## config.mk

```make
export PLATFORM = sky130hd
export DESIGN_NAME = fp_multifunc_issuer
export DESIGN_NICKNAME = d
export VERILOG_FILES = /design/src/rtl/fp_multifunc_issuer.sv
export SDC_FILE = /design/constraint.sdc
export NUM_CORES = 1
export LEC_CHECK = 0
export ABC_AREA = 1
export CORE_MARGIN = 10
export CORE_UTILIZATION = 42
export DETAILED_ROUTE_END_ITERATION = 7
export PLACE_DENSITY = 0.8
export SYNTH_ARGS = -nofsm -noshare
export SYNTH_HDL_FRONTEND = slang
export SYNTH_SLANG_ARGS = --single-unit
```

## constraint.sdc

```tcl
create_clock -name clk -period 2 [get_ports clk]
set_input_delay 0.6 -clock clk [delete_from_list [all_inputs] [get_ports clk]]
set_output_delay 0.6 -clock clk [all_outputs]
set_load 0.03 [all_outputs]
```

## src/rtl/fp_multifunc_issuer.sv

```systemverilog
// Requester-side front end for an external combinational FP multifunction unit.
// S1 holds the accepted request and drives fu_*; S2 registers the unit's
// result for a back-pressurable response port. A sticky flag register
// accumulates the status bytes of delivered responses.
// Optional feature macro: FP_MF_ISSUER_PERF_EN adds perf_ops/perf_stall counters.
module fp_multifunc_issuer #(
   parameter int SIG_WIDTH   = 23,
   parameter int EXP_WIDTH   = 8,
   parameter int FUNC_SELECT = 127,
   parameter int TAG_WIDTH   = 4
) (
   input  logic                           clk,
   input  logic                           rst_n,
   input  logic                           req_valid,
   output logic                           req_ready,
   input  logic [SIG_WIDTH+EXP_WIDTH:0]   req_a,
   input  logic [15:0]                    req_func,
   input  logic [2:0]                     req_rnd,
   input  logic [TAG_WIDTH-1:0]           req_tag,
   output logic [SIG_WIDTH+EXP_WIDTH:0]   fu_a,
   output logic [15:0]                    fu_func,
   output logic [2:0]                     fu_rnd,
   input  logic [SIG_WIDTH+EXP_WIDTH:0]   fu_z,
   input  logic [7:0]                     fu_status,
   output logic                           rsp_valid,
   input  logic                           rsp_ready,
   output logic [SIG_WIDTH+EXP_WIDTH:0]   rsp_z,
   output logic [7:0]                     rsp_status,
   output logic [TAG_WIDTH-1:0]           rsp_tag,
   output logic [7:0]                     flags,
   input  logic                           flags_clr,
`ifdef FP_MF_ISSUER_PERF_EN
   output logic [15:0]                    perf_ops,
   output logic [15:0]                    perf_stall,
`endif
   output logic                           busy
);

   localparam int W = SIG_WIDTH + EXP_WIDTH + 1;
   localparam logic [15:0] FUNC_MASK = 16'(FUNC_SELECT);
   // Canonical quiet NaN: sign 0, exponent all ones, significand MSB set.
   localparam logic [W-1:0] QNAN = {1'b0, {EXP_WIDTH{1'b1}}, 1'b1, {(SIG_WIDTH-1){1'b0}}};
   localparam logic [7:0] STATUS_INVALID = 8'h04;

   logic                 s1_v;
   logic                 s1_illegal;
   logic [TAG_WIDTH-1:0] s1_tag;
   logic                 s2_free;
   logic                 s1_adv;
   logic                 req_fire;
   logic                 rsp_fire;
   logic                 req_legal;

   // Handshake/stall decode; req_ready follows rsp_ready combinationally.
   always_comb begin
      s2_free   = !rsp_valid || rsp_ready;
      s1_adv    = s1_v && s2_free;
      req_ready = !s1_v || s2_free;
      req_fire  = req_valid && req_ready;
      rsp_fire  = rsp_valid && rsp_ready;
      busy      = s1_v || rsp_valid;
      req_legal = (req_func != '0) &&
                  ((req_func & (req_func - 16'd1)) == '0) &&
                  ((req_func & FUNC_MASK) != '0);
   end

   // S1: capture request; fu_* only move on a legal accept so the unit stays quiet.
   always_ff @(posedge clk or negedge rst_n) begin
      if (!rst_n) begin
         s1_v       <= 1'b0;
         s1_illegal <= 1'b0;
         s1_tag     <= '0;
         fu_a       <= '0;
         fu_func    <= '0;
         fu_rnd     <= '0;
      end else if (req_fire) begin
         s1_v       <= 1'b1;
         s1_illegal <= !req_legal;
         s1_tag     <= req_tag;
         if (req_legal) begin
            fu_a    <= req_a;
            fu_func <= req_func;
            fu_rnd  <= req_rnd;
         end
      end else if (s1_adv) begin
         s1_v <= 1'b0;
      end
   end

   // S2: response register, held stable while stalled.
   always_ff @(posedge clk or negedge rst_n) begin
      if (!rst_n) begin
         rsp_valid  <= 1'b0;
         rsp_z      <= '0;
         rsp_status <= '0;
         rsp_tag    <= '0;
      end else if (s1_adv) begin
         rsp_valid <= 1'b1;
         rsp_tag   <= s1_tag;
         if (s1_illegal) begin
            rsp_z      <= QNAN;
            rsp_status <= STATUS_INVALID;
         end else begin
            rsp_z      <= fu_z;
            rsp_status <= fu_status;
         end
      end else if (rsp_fire) begin
         rsp_valid <= 1'b0;
      end
   end

   // Sticky flags: a clear coinciding with a handshake keeps only that status.
   always_ff @(posedge clk or negedge rst_n) begin
      if (!rst_n) begin
         flags <= '0;
      end else if (flags_clr) begin
         flags <= rsp_fire ? rsp_status : '0;
      end else if (rsp_fire) begin
         flags <= flags | rsp_status;
      end
   end

`ifdef FP_MF_ISSUER_PERF_EN
   // Saturating counters for delivered ops and stalled response cycles.
   always_ff @(posedge clk or negedge rst_n) begin
      if (!rst_n) begin
         perf_ops   <= '0;
         perf_stall <= '0;
      end else if (flags_clr) begin
         perf_ops   <= '0;
         perf_stall <= '0;
      end else begin
         if (rsp_fire && (perf_ops != '1))
            perf_ops <= perf_ops + 16'd1;
         if (rsp_valid && !rsp_ready && (perf_stall != '1))
            perf_stall <= perf_stall + 16'd1;
      end
   end
`endif

endmodule

```

==> flow_metrics.tcl <==
set metrics [dict create \
    rr_endpoint "fu_a[14]$_DFFE_PN0P_" \
    synthFlopType "dfrtp_1" \
    crit_type "register to primary output" \
    critPathArrivalTime_ns 1.35 \
    dr.pass1.iters 5 \
    routed_via_density 5.04 \
    seq_area_frac_synth_pct 59.6 \
    area_growth_pct 56.9 \
    routed_wl_mm 15.3 \
    r2r_cells 10 \
    synth_edf_count 0 \
    max_stage_delay_ns 0.41 \
    irDropWorstVdd_uv 440 \
    vias 4469 \
    track_usage_pct 18.3 \
    maxSlewViolCount 0 \
    clock_sinks 110 \
    cts.path.max_buffers 2 \
    instances_no_fill 887 \
    cts_tree "yes" \
    crit_fanout 2 \
    status "finished clean" \
    antenna_found_initial 1 \
    dp.cells 861 \
    power.total_w 0.00466 \
    tightest_slew_ns 0.452 \
    synthTopCellsByCount "193 x nand2_1, 110 x dfrtp_1, 51 x o21ai_0" \
    ios 206 \
    synth-seq-cells 110 \
    max-slew-margin-rel_pct 69.9 \
    dieArea_um2 15600 \
    reg2reg_slack_ns 0.22 \
    syn-num-nets 625 \
    synth_largest_area_cell "dfrtp_1" \
    rows 38 \
    finalHoldViolCount 0 \
    grt_remaining_overflow 0 \
    final-setup-viol-count 0 \
    io_buffers 205 \
    cts_hold_buf 0 \
    worst_setup_path_end_kind "primary output" \
    fin_util_pct 67.2 \
    grt_pass1_vias 4483 \
    ys_types 20 \
    synth.most_common_cell "nand2_1" \
    synth_area_per_cell_um2 8.80 \
    start_kind "register" \
    cts-root-buf "clkbuf_8" \
    fmax_ghz 0.512 \
    drt.antenna.violating_nets 0 \
    p_leak_nw 4.02 \
    avgRoutedWirePerCell_um 17.3 \
    grt_max_degree 49 \
    required_ns 1.40 \
    cts_buffers 9 \
    start_util_pct 42.8 \
    final_nets 841 \
    syn-cell-area_um2 4620 \
    cts_max_level 3 \
    die_w_um 125 \
    synth_cells 525 \
    hold_path.class "primary input to async pin" \
    cap_violations 0 \
    die_h_um 125 \
    fin_worst_skew_ns 0.0110 \
    synth_top_area_share_pct 59.6 \
    crit_buf_inv 1 \
    grt_pass1_wl_mm 23.6 \
    fp.coreArea_um2 10800 \
    fin_crit_sh_pct 97.6 \
    drt_iter0_drc 336 \
    crit_slowest_cell "dfrtp_1" \
    cp_cell_sequence "or2_2 > clkdlybuf4s15_2" \
    pre_cts_ws_ns -0.407 \
    layout-drive-gt1-share_pct 10.6 \
    clk_latency_ns 0.36 \
    clk_pin_slew_ns 0.11 \
    rsz0062_at_grt "no" \
    hpwl_mm 11.0 \
    setup_ws_ns 0.0480 \
    pwr_density_cell_nw_per_um2 643 \
    drc_errors 0 \
    ys_warn_count 0 \
    async_flop_share_pct 100 \
    timing.rr.start "s1_v$_DFFE_PN0P_" \
    period_needed_ns 1.95 \
    cp_top_family "flip-flops" \
    gp_congestion 0.940 \
    synth_area_leaders "dfrtp_1 60%, nand2_1 16%, nand4_1 5.8%" \
]
## area by class of cell
| class | count | area (um^2) |
|---|---|---|
| Clock inverter | 6 | 66.3 |
| Fill cell | 902 | 3540 |
| Antenna cell | 1 | 2.50 |
| Sequential cell | 110 | 2750 |
| Clock buffer | 10 | 138 |
| Inverter | 44 | 165 |
| Multi-Input combinational cell | 340 | 1560 |
| Tap cell | 140 | 175 |
| Timing Repair Buffer | 236 | 2390 |
## how the worst max path moves through the flow
stage | start | end | slack [ns] | cells past startpoint
finish | s1_v$_DFFE_PN0P_ | busy | 0.05 | 2
global route | rsp_valid$_DFFE_PN0P_ | busy | 0.004 | 2
CTS | req_func[5] | fu_a[30]$_DFFE_PN0P_ | -0.02 | 10
detailed placement | req_func[6] | fu_a[26]$_DFFE_PN0P_ | -0.41 | 12
global placement | req_func[6] | fu_a[2]$_DFFE_PN0P_ | -0.36 | 11
floorplan | rsp_ready | fu_a[10]$_DFFE_PN0P_ | 0.13 | 10
## metal layers
layer	up-vias	wire length, um	GRT usage, %
met5	-	0	0
met4	0	165	6.10
met3	10	1600	7.02
met2	219	7100	28.5
met1	2115	6460	22.7
li1	2125	-	-
## cells in the final DEF (no fill, tap or decap), drive strengths merged, types with 11 or more instances in the layout
| cell type | n |
|---|---|
| o21ai | 53 |
| clkbuf | 14 |
| inv | 46 |
| nand4 | 43 |
| buf | 28 |
| dfrtp | 110 |
| nor2 | 30 |
| nand2 | 193 |
| nand3 | 11 |
| clkdlybuf4s50 | 82 |
| dlymetal6s2s | 17 |
| dlygate4sd2 | 103 |
## power breakdown
| group | switching [W] | internal, W |
|---|---|---|
| clock network | 0.000754 | 0.000622 |
| registers | 0.0000475 | 0.00232 |
| logic | 0.000533 | 0.000382 |
| total | 0.00133 | 0.00333 |
## through the flow
stage                     hold slack, ns  instance area (um^2)  TNS, ns
after floorplan                    0.304                  4620        0
after global placement             0.454                  6940   -16.73
after detailed placement           0.459                  6940   -19.18
after CTS                          0.163                  7050   -0.335
after global routing               0.173                  7250        0
final                              0.162                  7250        0
## cell families (layout without fill, tap and decap cells)
group                  Yosys count  in the layout  synth area share, %
AOI/OAI and AO/OA               62             62                 6.93
buffers and inverters           75            296                 7.26
other                            0              1                    0
and+or+nand+nor                278            278                 26.2
DFF                            110            110                 59.6
## state kept, by name (all words and copies together) (netlist names)
signal and cells:
rsp_valid 1, rsp_status 8, fu_rnd 3, s1_v 1, fu_func 16, s1_tag 4
flags 8, s1_illegal 1, fu_a 32, rsp_z 32, rsp_tag 4
## repair_timing
item	4_1_cts	5_1_grt
endpoints found under the setup margin	107	55
resized for setup	108	23
pin swaps	1	13
gates cloned	1	5
setup buffers	0	3
hold endpoints to repair	0	0
Power figures use the tool's default switching activity.
